$ cat src/rtl/imc_input_buffer.sv
// Input-activation buffer for an in-memory-compute macro: a small circular FIFO of wordline
// vectors plus an issue FSM that presents one vector to the controller per IMC operation.
// IMC_CYCLES must be at least 2 and DEPTH a power of two no smaller than 2.
module imc_input_buffer #(
  parameter int WIDTH      = 16,
  parameter int DEPTH      = 4,
  parameter int IMC_CYCLES = 9
) (
  input  logic                       clk,
  input  logic                       reset,
  input  logic                       wr_valid,
  input  logic [WIDTH-1:0]           wr_data,
  output logic                       wr_ready,
  input  logic                       run,
  input  logic                       ctrl_busy,
  output logic [WIDTH-1:0]           IB_out,
  output logic                       imc_en,
  output logic                       in_flight,
  output logic [$clog2(DEPTH):0]     fifo_count,
  output logic [7:0]                 ops_done
);

  localparam int PTR_W = $clog2(DEPTH);
  localparam int CNT_W = PTR_W + 1;
  localparam int TMR_W = $clog2(IMC_CYCLES + 1);

  typedef enum logic [1:0] {
    IDLE  = 2'd0,
    ISSUE = 2'd1,
    HOLD  = 2'd2
  } state_t;

  state_t            state;
  logic [TMR_W-1:0]  timer;
  logic [WIDTH-1:0]  mem [DEPTH];
  logic [PTR_W-1:0]  wr_ptr;
  logic [PTR_W-1:0]  rd_ptr;

  logic full;
  logic empty;
  logic push;
  logic pop;
  logic start;

  function automatic logic [PTR_W-1:0] ptr_next(input logic [PTR_W-1:0] p);
    return (p == PTR_W'(DEPTH - 1)) ? '0 : p + PTR_W'(1);
  endfunction

  assign full     = (fifo_count == CNT_W'(DEPTH));
  assign empty    = (fifo_count == '0);
  // Full blocks a push even when a pop frees a slot in the same cycle.
  assign wr_ready = !full && !reset;
  assign push     = wr_valid && wr_ready;
  // The head entry stays occupied for the whole operation and is retired on the last HOLD cycle.
  assign pop      = (state == HOLD) && (timer == TMR_W'(1));
  assign start    = (state == IDLE) && run && !ctrl_busy && !empty;

  // NOTE: the vector storage has no reset; only pointers and count define which entries are valid.
  always_ff @(posedge clk) begin
    if (push) begin
      mem[wr_ptr] <= wr_data;
    end
  end

  // NOTE: every sequential block uses non-blocking assignments so all state updates see pre-edge values.
  always_ff @(posedge clk) begin
    if (reset) begin
      wr_ptr     <= '0;
      rd_ptr     <= '0;
      fifo_count <= '0;
    end else begin
      if (push) begin
        wr_ptr <= ptr_next(wr_ptr);
      end
      if (pop) begin
        rd_ptr <= ptr_next(rd_ptr);
      end
      case ({push, pop})
        2'b10:   fifo_count <= fifo_count + CNT_W'(1);
        2'b01:   fifo_count <= fifo_count - CNT_W'(1);
        default: fifo_count <= fifo_count;
      endcase
    end
  end

  // Issue FSM: ISSUE is a single cycle, HOLD counts IMC_CYCLES-1 down to 1.
  always_ff @(posedge clk) begin
    if (reset) begin
      state     <= IDLE;
      timer     <= '0;
      IB_out    <= '0;
      imc_en    <= 1'b0;
      in_flight <= 1'b0;
      ops_done  <= '0;
    end else begin
      case (state)
        IDLE: begin
          if (start) begin
            IB_out    <= mem[rd_ptr];
            imc_en    <= 1'b1;
            in_flight <= 1'b1;
            state     <= ISSUE;
          end
        end
        ISSUE: begin
          imc_en <= 1'b0;
          timer  <= TMR_W'(IMC_CYCLES - 1);
          state  <= HOLD;
        end
        HOLD: begin
          if (timer == TMR_W'(1)) begin
            timer     <= '0;
            in_flight <= 1'b0;
            ops_done  <= ops_done + 8'd1;
            state     <= IDLE;
          end else begin
            timer <= timer - TMR_W'(1);
          end
        end
        default: begin
          imc_en    <= 1'b0;
          in_flight <= 1'b0;
          timer     <= '0;
          state     <= IDLE;
        end
      endcase
    end
  end

endmodule

$ cat config.mk
export PLATFORM = sky130hd
export DESIGN_NAME = imc_input_buffer
export DESIGN_NICKNAME = d
export VERILOG_FILES = /design/src/rtl/imc_input_buffer.sv
export SDC_FILE = /design/constraint.sdc
export NUM_CORES = 1
export LEC_CHECK = 0
export ABC_AREA = 1
export CAP_MARGIN = 20
export CORE_UTILIZATION = 50
export DETAILED_ROUTE_END_ITERATION = 8
export PLACE_DENSITY_LB_ADDON = 0.05
export SETUP_SLACK_MARGIN = 0.3
export SYNTH_ARGS = -nofsm -noshare
export SYNTH_HDL_FRONTEND = slang
export SYNTH_SLANG_ARGS = --single-unit
export TNS_END_PERCENT = 100
$ cat constraint.sdc
create_clock -name clk -period 2.8 [get_ports clk]
set_clock_uncertainty 0.05 [all_clocks]
set_input_delay 0.28 -clock clk [delete_from_list [all_inputs] [get_ports clk]]
set_output_delay 0.28 -clock clk [all_outputs]
set_load 0.03 [all_outputs]
==> results_dict.tcl <==
set metrics [dict create \
    status "finished clean" \
    coreArea_um2 8175 \
    path_cells "inv_1, ha_1, inv_1, nor2_4, ha_1, inv_1, fa_1, a21oi_1, o21ai_0, o21ai_0, a21oi_1" \
    synth_fp_nets 438 \
    avgViaCountPerCell 5.174 \
    numCtsBuffers 9 \
    finalHoldViolCount 0 \
    drtPass1Iterations 4 \
    synthFlopType "edfxtp_1" \
    hpwlAfterDp_mm 5.106 \
    cts_root_buf "clkbuf_8" \
    insertedDiodeCount 0 \
    fmax_ghz 0.4430 \
    layout_commonest_cell "nor2_1" \
    end_kind "flop" \
    slowest_stage "fa_1" \
    cp_common_cell "inv_1" \
    max_slew_margin 0.6193 \
    synth.distinct_cells 31 \
    synth_top_family_by_area "simple AND/OR/NAND/NOR gates" \
    rows 33 \
    wl_per_cell_um 14.43 \
    final_cell_mix "nor2_1 (89), edfxtp_1 (64), o21ai_0 (50), clkdlybuf4s50_1 (50), dfxtp_1 (39)" \
    drt-total-wl_mm 8.194 \
    fillers 707 \
    syn_avg_cell_area_um2 10.43 \
    grt_pass1_vias 2768 \
    cts_max_level 3 \
    ys_warn_count 0 \
    synth_edf_count 64 \
    grt_overflow_total 0 \
    grt_max_degree 34 \
    port_buffers 50 \
    worst-setup-path-type "flop to flop" \
    drive_above_1_share 0.07991 \
    die-height_um 93.67 \
    die-area_um2 8774 \
    worstMarginPinSlew_ns 0.5702 \
    synthMuxAreaShare 0 \
    p_per_area_nw_per_um2 639.3 \
    synthAdderAreaFrac 0.04348 \
    min_period_over_period 0.8061 \
    nNetsFinal 493 \
    cts_tree "built" \
    clk_transition_reported_paths_ns 0.10 \
    die_w_um 93.67 \
    drt_iter0_drc 161 \
    cts_hold_buf 0 \
    synth_seq_cells 103 \
    setup_tns_ns 0 \
    postCtsSetupBuffers 0 \
    grt_pass1_wl_mm 13.29 \
    clkSinkCount 103 \
    max_stage_delay_ns 0.38 \
    worstPathMaxFanout 8 \
    p_leak_nw 1.814 \
    critPathRequiredTime_ns 2.99 \
    p_total_mw 3.204 \
    vias 2939 \
    synth-xor-area-share 0 \
    hp-class "flop to flop" \
    max-vdd-ir-drop_mv 0.3521 \
    gr-usage-all-layers 0.2028 \
    seq_area_frac_synth 0.6432 \
    cts_buffer_depth 2 \
    place.gp.congestion 0.7529 \
    grt_setup_unrepaired "no" \
    setup_slack_ns 0.5429 \
    antenna_found_initial 0 \
    drcViolationCount 0 \
    syn_inst 403 \
    async_reset_ff_frac 0 \
    syn_to_final_growth_pct 19.30 \
    maxCapViolations 0 \
    synth_compound_area_frac 0.1260 \
    cp-start-kind "flop" \
    cp.arrival_ns 2.45 \
    period_minus_slack_ns 2.257 \
    timing_max_transition_violations_final 0 \
    clk_latency_ns 0.36 \
    synth-simple-area-share 0.1352 \
    cts_resized 0 \
    io_pins 51 \
    start_util 0.5139 \
    dp_slack_ns 0.4441 \
    synth_area_um2 4202 \
    ant_nets 0 \
    final-setup-viol-count 0 \
]
final timing paths:
check	start	endpoint	slack [ns]	cells after the start
max	state[0]	fifo_count[2]	0.54	11
min	in_flight	in_flight	0.42	2
max reg2reg	state[0]	fifo_count[2]	0.54	11
min reg2reg	in_flight	in_flight	0.42	2
report_power, final:
group | internal, mW | total (mW) | leakage (nW) | switching (mW)
registers | 1.69 | 1.73 | 0.898 | 0.0402
clock network | 0.421 | 0.930 | 0.0953 | 0.510
logic | 0.201 | 0.544 | 0.821 | 0.344
total | 2.31 | 3.20 | 1.81 | 0.894
synth_stat cells (2+ instances only):
cell type,number,share of area
a21oi_1,15,0.018
a31oi_1,2,0.0030
buf_2,9,0.011
buf_6,2,0.0054
clkbuf_1,3,0.0027
dfxtp_1,39,0.19
edfxtp_1,64,0.46
ha_1,13,0.039
inv_1,28,0.025
inv_2,5,0.0045
nand2_1,34,0.030
nand3_1,7,0.0083
nand4_1,2,0.0030
nor2_1,89,0.080
o21ai_0,50,0.060
o21ai_1,11,0.013
o22ai_1,16,0.024
metrics by stage:
| step | cell area [um2] | cells | hold slack, ns | utilization |
|---|---|---|---|---|
| floorplan | 4202 | 403 | 0.3289 | - |
| global placement | 4817 | 552 | 0.4002 | 0.5892 |
| detailed placement | 4817 | 552 | 0.4081 | 0.5892 |
| CTS | 5012 | 568 | 0.4252 | 0.6131 |
| global route | 5012 | 568 | 0.4469 | 0.6131 |
| finish | 5012 | 568 | 0.4208 | 0.6131 |
worst max-delay path, delay by kind of cell, from the launching register on:
family	cells	cell delay (ns)
simple gates	1	0.21
flops	1	0.33
buf+inv	3	0.26
compound gates	4	0.50
fa+ha+maj	3	0.79
per-layer routing:
layer | global-route usage | wire length [um] | vias to the layer above
met5 | 0 | 0 | -
met4 | 0.09231 | 138 | 0
met3 | 0.03398 | 439 | 12
met2 | 0.3290 | 3798 | 85
met1 | 0.2676 | 3817 | 1361
li1 | - | - | 1481
flip-flops by register name (all words and copies together) (netlist names):
signal / count
IB_out: 16
fifo_count: 3
imc_en: 1
in_flight: 1
mem: 64
ops_done: 8
rd_ptr: 2
state: 2
timer: 4
wr_ptr: 2
final cells by class:
cell class | instances | area (um2) | share of cell area
flip-flops and latches | 103 | 2703 | 0.5392
inverters | 35 | 135.1 | 0.02696
multi-input cells | 250 | 1280 | 0.2554
clock inverters | 6 | 67.56 | 0.01348
well taps | 105 | 131.4 | 0.02621
clock buffers | 10 | 127.6 | 0.02546
repair buffers | 59 | 568.0 | 0.1133
cell families (layout without fill, tap and decap cells):
logic type / count (synthesis) / after routing
simple gates: 138 / 138
flops: 103 / 103
compound gates: 98 / 98
buf+inv: 50 / 110
fa+ha+maj: 14 / 14
No activity file was read; power rests on OpenSTA's default activity.
